**src/rtl/boot_pkg.sv**
```systemverilog
// -----------------------------------------------------------------------------
// boot_pkg
// Shared definitions for the UART boot loader:
//   - boot_state_t : packet framing states (SYNC, LEN, DATA, CSUM, DONE, ERR)
//   - SYNC_BYTE_DEFAULT : default packet start marker
//   - csum_add()   : running 8-bit additive checksum step
// -----------------------------------------------------------------------------
package boot_pkg;

    typedef enum logic [2:0] {
        SYNC = 3'd0,
        LEN  = 3'd1,
        DATA = 3'd2,
        CSUM = 3'd3,
        DONE = 3'd4,
        ERR  = 3'd5
    } boot_state_t;

    localparam logic [7:0] SYNC_BYTE_DEFAULT = 8'hA5;

    // Checksum is the plain byte sum, truncated to 8 bits.
    function automatic logic [7:0] csum_add(input logic [7:0] sum, input logic [7:0] data);
        return sum + data;
    endfunction

endpackage

```
**src/rtl/boot_timeout_cnt.sv**
```systemverilog
// -----------------------------------------------------------------------------
// boot_timeout_cnt
// Inter-byte watchdog for the boot loader. Down-counter that is reloaded with
// TIMEOUT-1 whenever clr is high and decrements while run is high.
// Ports:
//   Clk     in  system clock
//   Rst     in  synchronous active-high reset
//   clr     in  reload the counter (a byte arrived, or the watchdog is idle)
//   run     in  count this cycle (a packet is in progress)
//   expired out counter has reached zero while running
// -----------------------------------------------------------------------------
module boot_timeout_cnt #(
    parameter int TIMEOUT = 50000
) (
    input  logic Clk,
    input  logic Rst,
    input  logic clr,
    input  logic run,
    output logic expired
);

    localparam int CW = (TIMEOUT > 2) ? $clog2(TIMEOUT) : 1;

    logic [CW-1:0] cnt;

    // Reload has priority over counting so that a byte arriving on the
    // expiry cycle restarts the window. The count parks at zero once reached.
    always_ff @(posedge Clk) begin
        if (Rst) begin
            cnt <= '0;
        end else if (clr) begin
            cnt <= CW'(TIMEOUT - 1);
        end else if (run && (cnt != '0)) begin
            cnt <= cnt - CW'(1);
        end
    end

    assign expired = run && (cnt == '0);

endmodule

```
**src/rtl/uart_boot_ctrl.sv**
```systemverilog
// -----------------------------------------------------------------------------
// uart_boot_ctrl
// Power-up boot loader. Frames received UART bytes as
//   SYNC, LEN, LEN data bytes, CSUM
// writes the data bytes into memory from BASE_ADDR upward and releases the
// CPU once a packet with a good checksum has been accepted.
// Ports:
//   Clk, Rst                  clock, synchronous active-high reset
//   rx_valid/rx_data/rx_fe    received byte strobe, byte, frame error
//   mem_we/mem_addr/mem_wdata memory write port (one-cycle strobe per byte)
//   cpu_hold                  1 keeps the CPU in reset
//   boot_done                 packet accepted, checksum good (terminal)
//   boot_err                  last packet aborted
//   bytes_loaded              data bytes written in current/last packet
// -----------------------------------------------------------------------------
module uart_boot_ctrl
    import boot_pkg::*;
#(
    parameter int                ADDR_W    = 8,
    parameter logic [ADDR_W-1:0] BASE_ADDR = '0,
    parameter logic [7:0]        SYNC_BYTE = SYNC_BYTE_DEFAULT,
    parameter int                TIMEOUT   = 50000
) (
    input  logic              Clk,
    input  logic              Rst,
    input  logic              rx_valid,
    input  logic [7:0]        rx_data,
    input  logic              rx_fe,
    output logic              mem_we,
    output logic [ADDR_W-1:0] mem_addr,
    output logic [7:0]        mem_wdata,
    output logic              cpu_hold,
    output logic              boot_done,
    output logic              boot_err,
    output logic [7:0]        bytes_loaded
);

    boot_state_t       state, next_state;
    logic [7:0]        remaining;
    logic [7:0]        sum;
    logic [ADDR_W-1:0] addr;

    logic running;
    logic expired;
    logic start_pkt;
    logic len_ok;
    logic do_write;
    logic pkt_ok;
    logic abort;

    assign running = (state == LEN) || (state == DATA) || (state == CSUM);

    boot_timeout_cnt #(
        .TIMEOUT (TIMEOUT)
    ) u_timeout (
        .Clk     (Clk),
        .Rst     (Rst),
        .clr     (rx_valid || !running),
        .run     (running),
        .expired (expired)
    );

    always_ff @(posedge Clk) begin
        if (Rst) begin
            state <= SYNC;
        end else begin
            state <= next_state;
        end
    end

    // Next-state decode. ERR is never resident: an abort flags boot_err and
    // drops straight back to SYNC on the same edge. A byte arriving on the
    // timeout cycle is handled as a byte, so rx_valid is tested first.
    always_comb begin
        next_state = state;
        start_pkt  = 1'b0;
        len_ok     = 1'b0;
        do_write   = 1'b0;
        pkt_ok     = 1'b0;
        abort      = 1'b0;

        case (state)
            SYNC: begin
                if (rx_valid && !rx_fe && (rx_data == SYNC_BYTE)) begin
                    start_pkt  = 1'b1;
                    next_state = LEN;
                end
            end
            LEN: begin
                if (rx_valid) begin
                    if (rx_fe || (rx_data == 8'h00)) begin
                        abort = 1'b1;
                    end else begin
                        len_ok     = 1'b1;
                        next_state = DATA;
                    end
                end else if (expired) begin
                    abort = 1'b1;
                end
            end
            DATA: begin
                if (rx_valid) begin
                    if (rx_fe) begin
                        abort = 1'b1;
                    end else begin
                        do_write = 1'b1;
                        if (remaining == 8'd1) begin
                            next_state = CSUM;
                        end
                    end
                end else if (expired) begin
                    abort = 1'b1;
                end
            end
            CSUM: begin
                if (rx_valid) begin
                    if (rx_fe || (rx_data != sum)) begin
                        abort = 1'b1;
                    end else begin
                        pkt_ok     = 1'b1;
                        next_state = DONE;
                    end
                end else if (expired) begin
                    abort = 1'b1;
                end
            end
            DONE: begin
                next_state = DONE;
            end
            default: begin
                next_state = SYNC;
            end
        endcase

        if (abort) begin
            next_state = SYNC;
        end
    end

    // Datapath and registered outputs. mem_we is a one-cycle pulse that
    // follows the accepted data byte; mem_addr/mem_wdata hold their last
    // value between writes. Reset wins over a byte on the same edge, so a
    // reset mid-packet never produces a partial write.
    always_ff @(posedge Clk) begin
        if (Rst) begin
            mem_we       <= 1'b0;
            mem_addr     <= BASE_ADDR;
            mem_wdata    <= 8'h00;
            cpu_hold     <= 1'b1;
            boot_done    <= 1'b0;
            boot_err     <= 1'b0;
            bytes_loaded <= 8'h00;
            remaining    <= 8'h00;
            sum          <= 8'h00;
            addr         <= BASE_ADDR;
        end else begin
            mem_we <= do_write;

            if (start_pkt) begin
                boot_err     <= 1'b0;
                bytes_loaded <= 8'h00;
            end

            if (len_ok) begin
                remaining <= rx_data;
                sum       <= 8'h00;
                addr      <= BASE_ADDR;
            end

            if (do_write) begin
                mem_addr     <= addr;
                mem_wdata    <= rx_data;
                addr         <= addr + ADDR_W'(1);
                sum          <= csum_add(sum, rx_data);
                bytes_loaded <= bytes_loaded + 8'd1;
                remaining    <= remaining - 8'd1;
            end

            if (pkt_ok) begin
                boot_done <= 1'b1;
                cpu_hold  <= 1'b0;
            end

            if (abort) begin
                boot_err <= 1'b1;
            end
        end
    end

endmodule
```
**config.mk**
```make
export PLATFORM = sky130hd
export DESIGN_NAME = uart_boot_ctrl
export DESIGN_NICKNAME = d
export VERILOG_FILES = /design/src/rtl/boot_pkg.sv /design/src/rtl/boot_timeout_cnt.sv /design/src/rtl/uart_boot_ctrl.sv
export SDC_FILE = /design/constraint.sdc
export NUM_CORES = 1
export LEC_CHECK = 0
export BUFFER_PORTS_ARGS = -buffer_cell sky130_fd_sc_hd__buf_2
export CAP_MARGIN = 20
export CELL_PAD_IN_SITES_DETAIL_PLACEMENT = 1
export CELL_PAD_IN_SITES_GLOBAL_PLACEMENT = 2
export CORE_MARGIN = 2
export CORE_UTILIZATION = 34
export CTS_BUF_LIST = sky130_fd_sc_hd__clkbuf_8
export DETAILED_ROUTE_END_ITERATION = 8
export PLACE_DENSITY = 0.75
export SETUP_SLACK_MARGIN = 0.4
export SYNTH_ARGS = -nofsm -noshare
export SYNTH_HDL_FRONTEND = slang
export SYNTH_SLANG_ARGS = --single-unit
export TNS_END_PERCENT = 20
```
**constraint.sdc**
```tcl
create_clock -name Clk -period 2.3 [get_ports Clk]
set_input_delay 0.46 -clock Clk [delete_from_list [all_inputs] [get_ports Clk]]
set_output_delay 0.46 -clock Clk [all_outputs]
set_load 0.005 [all_outputs]
```
==> flow_metrics.py <==
metrics = {
    "setup_path": {
        "start_kind": "flop",
        "crit_path_top_delay_cell": "or4_1",
        "critPathCaptureType": "flop",
        "cp_cell_sequence": "ha_4 -> buf_4 -> nand3_1 -> o2111ai_1 -> and3_1 -> or4_1 -> a31oi_1",
        "critPathKind": "reg2reg",
        "worstSetupStartpoint": "sum[3]$_SDFFE_PP0P_",
        "timing.rr.start": "sum[3]$_SDFFE_PP0P_",
        "slowest_delay_ps": 470,
        "cp.required_ps": 2580,
        "crit_arrival_ps": 2200,
        "reg2regPathDepth": 7,
        "critPathMaxFanout": 4,
    },
    "finish": {
        "antenna_cells": 0,
        "design_area_sq_um": 4370,
        "syn2layout_area_growth_pct": 22.7,
        "layout.nets": 519,
        "drive_gt1_share_pct": 23.2,
    },
    "sta": {
        "fmax_ghz": 0.523,
        "setup_viol": 0,
        "holdWs_ps": 406,
        "timing.final.ws_setup_ps": 388,
        "slew_viol_final": 0,
        "tns_ps": 0,
        "tightest_slew_ps": 709,
        "skew_ps": 8.29,
        "period_minus_slack_ps": 1910,
        "fin_crit_sh_pct": 83.1,
        "hold_viol_final": 0,
        "rsz0062_at_grt": "true",
        "slew_headroom_pct": 52.6,
    },
    "detailed_routing": {
        "routed_wirelength_um": 10100,
        "viasPerCell": 5.35,
        "drt-initial-drc-count": 104,
        "first_pass_iters": 4,
        "vias": 3395,
        "drc": 0,
        "routedWlPerCell_um": 15.9,
        "final_antenna_net_count": 0,
    },
    "cts": {
        "cts_tree": "done",
        "cts_made_buffers": 9,
        "htreeDepth": 3,
        "cts_sinks": 71,
        "root_buffer": "clkbuf_8",
        "clockBufferDepth": 2,
        "worstSkewPairLatency_ps": 360,
        "clkTransAtPathRegs_ps": 80,
    },
    "die": {
        "start_util_pct": 34.8,
        "rows": 37,
        "core_area_sq_um": 10200,
        "dieWidth_um": 106,
        "design.die.area_sq_um": 11300,
        "ios": 40,
        "die_y_um": 106,
    },
    "yosys": {
        "syn_inst": 439,
        "yosysWarnings": 0,
        "syn_nets": 464,
        "yosys.cell_types.count": 49,
        "synth-main-ff-cell": "dfxtp_1",
        "synth_edf_count": 0,
        "ys_seq_area_share_pct": 39.9,
        "syn_area_sq_um": 3560,
        "ys_ff_latch": 71,
        "postSynthAreaPerCell_sq_um": 8.11,
        "synth_async_sr_flop_share_pct": 0,
    },
    "min_path": {
        "worstHoldStart": "rx_data[4]",
        "hp-class": "in2reg",
        "hold_path_depth": 3,
    },
    "power_and_ir_drop": {
        "power_w": 0.00245,
        "pwr_density_cell_nw_per_um2": 561,
        "leakage_nw": 1.61,
        "vdd_drop_max_mv": 0.271,
    },
    "placed_design": {
        "place_area_sq_um": 4010,
        "pre_cts_slack_ps": -53.3,
        "place_hpwl_um": 7160,
        "io_buffers": 39,
        "place.gp.congestion": 0.803,
    },
    "global_route": {
        "antenna_found_initial": 0,
        "grt_max_degree": 34,
        "grt_pass1_vias": 3427,
        "grt_pass1_wl_um": 17000,
        "overflow": 0,
        "grt_usage_pct": 18.8,
    },
    "run_status": {
        "status": "complete, no violations",
    },
    "flow_run": {
        "maxCapViolCount": 0,
    },
}
-- flip-flops by register name, indices dropped and copies added (netlist names) --
name and cells:
sum 8, u_timeout.cnt 16, mem_we 1, addr 8
state 3, boot_err 1, remaining 8, mem_wdata 8
cpu_hold 1, bytes_loaded 8, mem_addr 8, boot_done 1
-- kinds of logic after synthesis --
group                    Yosys count  share of synthesized area, %
AND/OR/NAND/NOR                  189                          26.7
buffers and inverters             31                          3.69
adder cells (fa/ha/maj)           13                          4.78
AO/OA/AOI/OAI                    110                          18.4
multiplexers                       5                          1.58
flip-flops                        71                          39.9
XOR/XNOR                          20                          4.92
-- cell usage in the layout (no fill, tap or decap), types with 6 or more instances in the layout --
master and count:
inv_1 8, nor3_1 10, dfxtp_1 68, nand4_1 9, xnor2_1 7, nor2_1 41
o21ai_0 15, a21oi_1 51, or3_1 6, a31oi_1 7, nand3_1 16, xor2_1 13
nand2_1 60, buf_2 39, nand3b_1 6, ha_1 9, and3_1 6, o211ai_1 7
buf_4 26, clkbuf_8 10
-- worst max-delay path: cells and delay by family, from the launching register on --
kind,cells,cell delay [ps]
flops,1,400
simple gates,3,780
fa+ha+maj,1,230
buf+inv,1,150
compound gates,2,280
-- cells in the mapped netlist, drive strengths merged (8+ instances only) --
cell | instances | share of area, %
clkbuf | 13 | 1.4
nand2 | 61 | 6.4
a21oi | 55 | 7.7
buf | 10 | 1.5
inv | 8 | 0.84
a31oi | 8 | 1.4
nand3 | 16 | 2.3
nor2 | 42 | 4.4
nand4 | 9 | 1.6
o21ai | 17 | 2.5
nor3 | 10 | 1.4
ha | 12 | 4.2
xor2 | 13 | 3.2
nor4 | 9 | 2.0
dfxtp | 71 | 40
-- layer usage --
layer / vias up / share of wire (%) / GRT usage (%) / wire length [um]
met2: 43 / 48 / 31.8 / 4840
met5: - / 0 / 0 / 0
met1: 1653 / 47 / 23.7 / 4780
li1: 1683 / - / - / -
met4: 0 / 1.7 / 7.14 / 172
met3: 16 / 2.8 / 3.49 / 286
-- layout make-up --
type | count | area [sq um]
inverter | 8 | 30.0
clock buffer | 10 | 138
sequential | 71 | 1430
timing repair buffer | 67 | 422
clock inverter | 6 | 67.6
multi-input combinational | 337 | 2120
fill | 1258 | 5860
tap | 136 | 170
-- metrics by stage --
step,std cells,utilization (%)
floorplan,439,-
global placement,614,39.2
detailed placement,614,39.2
CTS,632,41.9
global route,635,42.7
finish,635,42.7
-- where the power goes --
group | leakage, nW | switching, W | total (W) | internal (W)
combinational | 0.930 | 0.0000832 | 0.000138 | 0.0000547
sequential | 0.576 | 0.00000702 | 0.00124 | 0.00124
clock | 0.0993 | 0.000531 | 0.00107 | 0.000536
-- what timing repair did --
| item | CTS | global route |
|---|---|---|
| endpoints found under the setup margin | 11 | 23 |
| pin swaps | 3 | 9 |
| gates resized for setup | 11 | 18 |
| hold buffers | 0 | 0 |
| setup buffers | 2 | 3 |
-- worst paths after layout --
check | end | slack, ps
setup / recovery | sum[7]$_SDFFE_PP0P_ | 390
hold reg to reg | cpu_hold$_SDFFE_PP1P_ | 460
hold / removal | mem_wdata[4]$_SDFFE_PP0P_ | 410
setup reg to reg | sum[7]$_SDFFE_PP0P_ | 390
(Power assumes the default switching activity.)
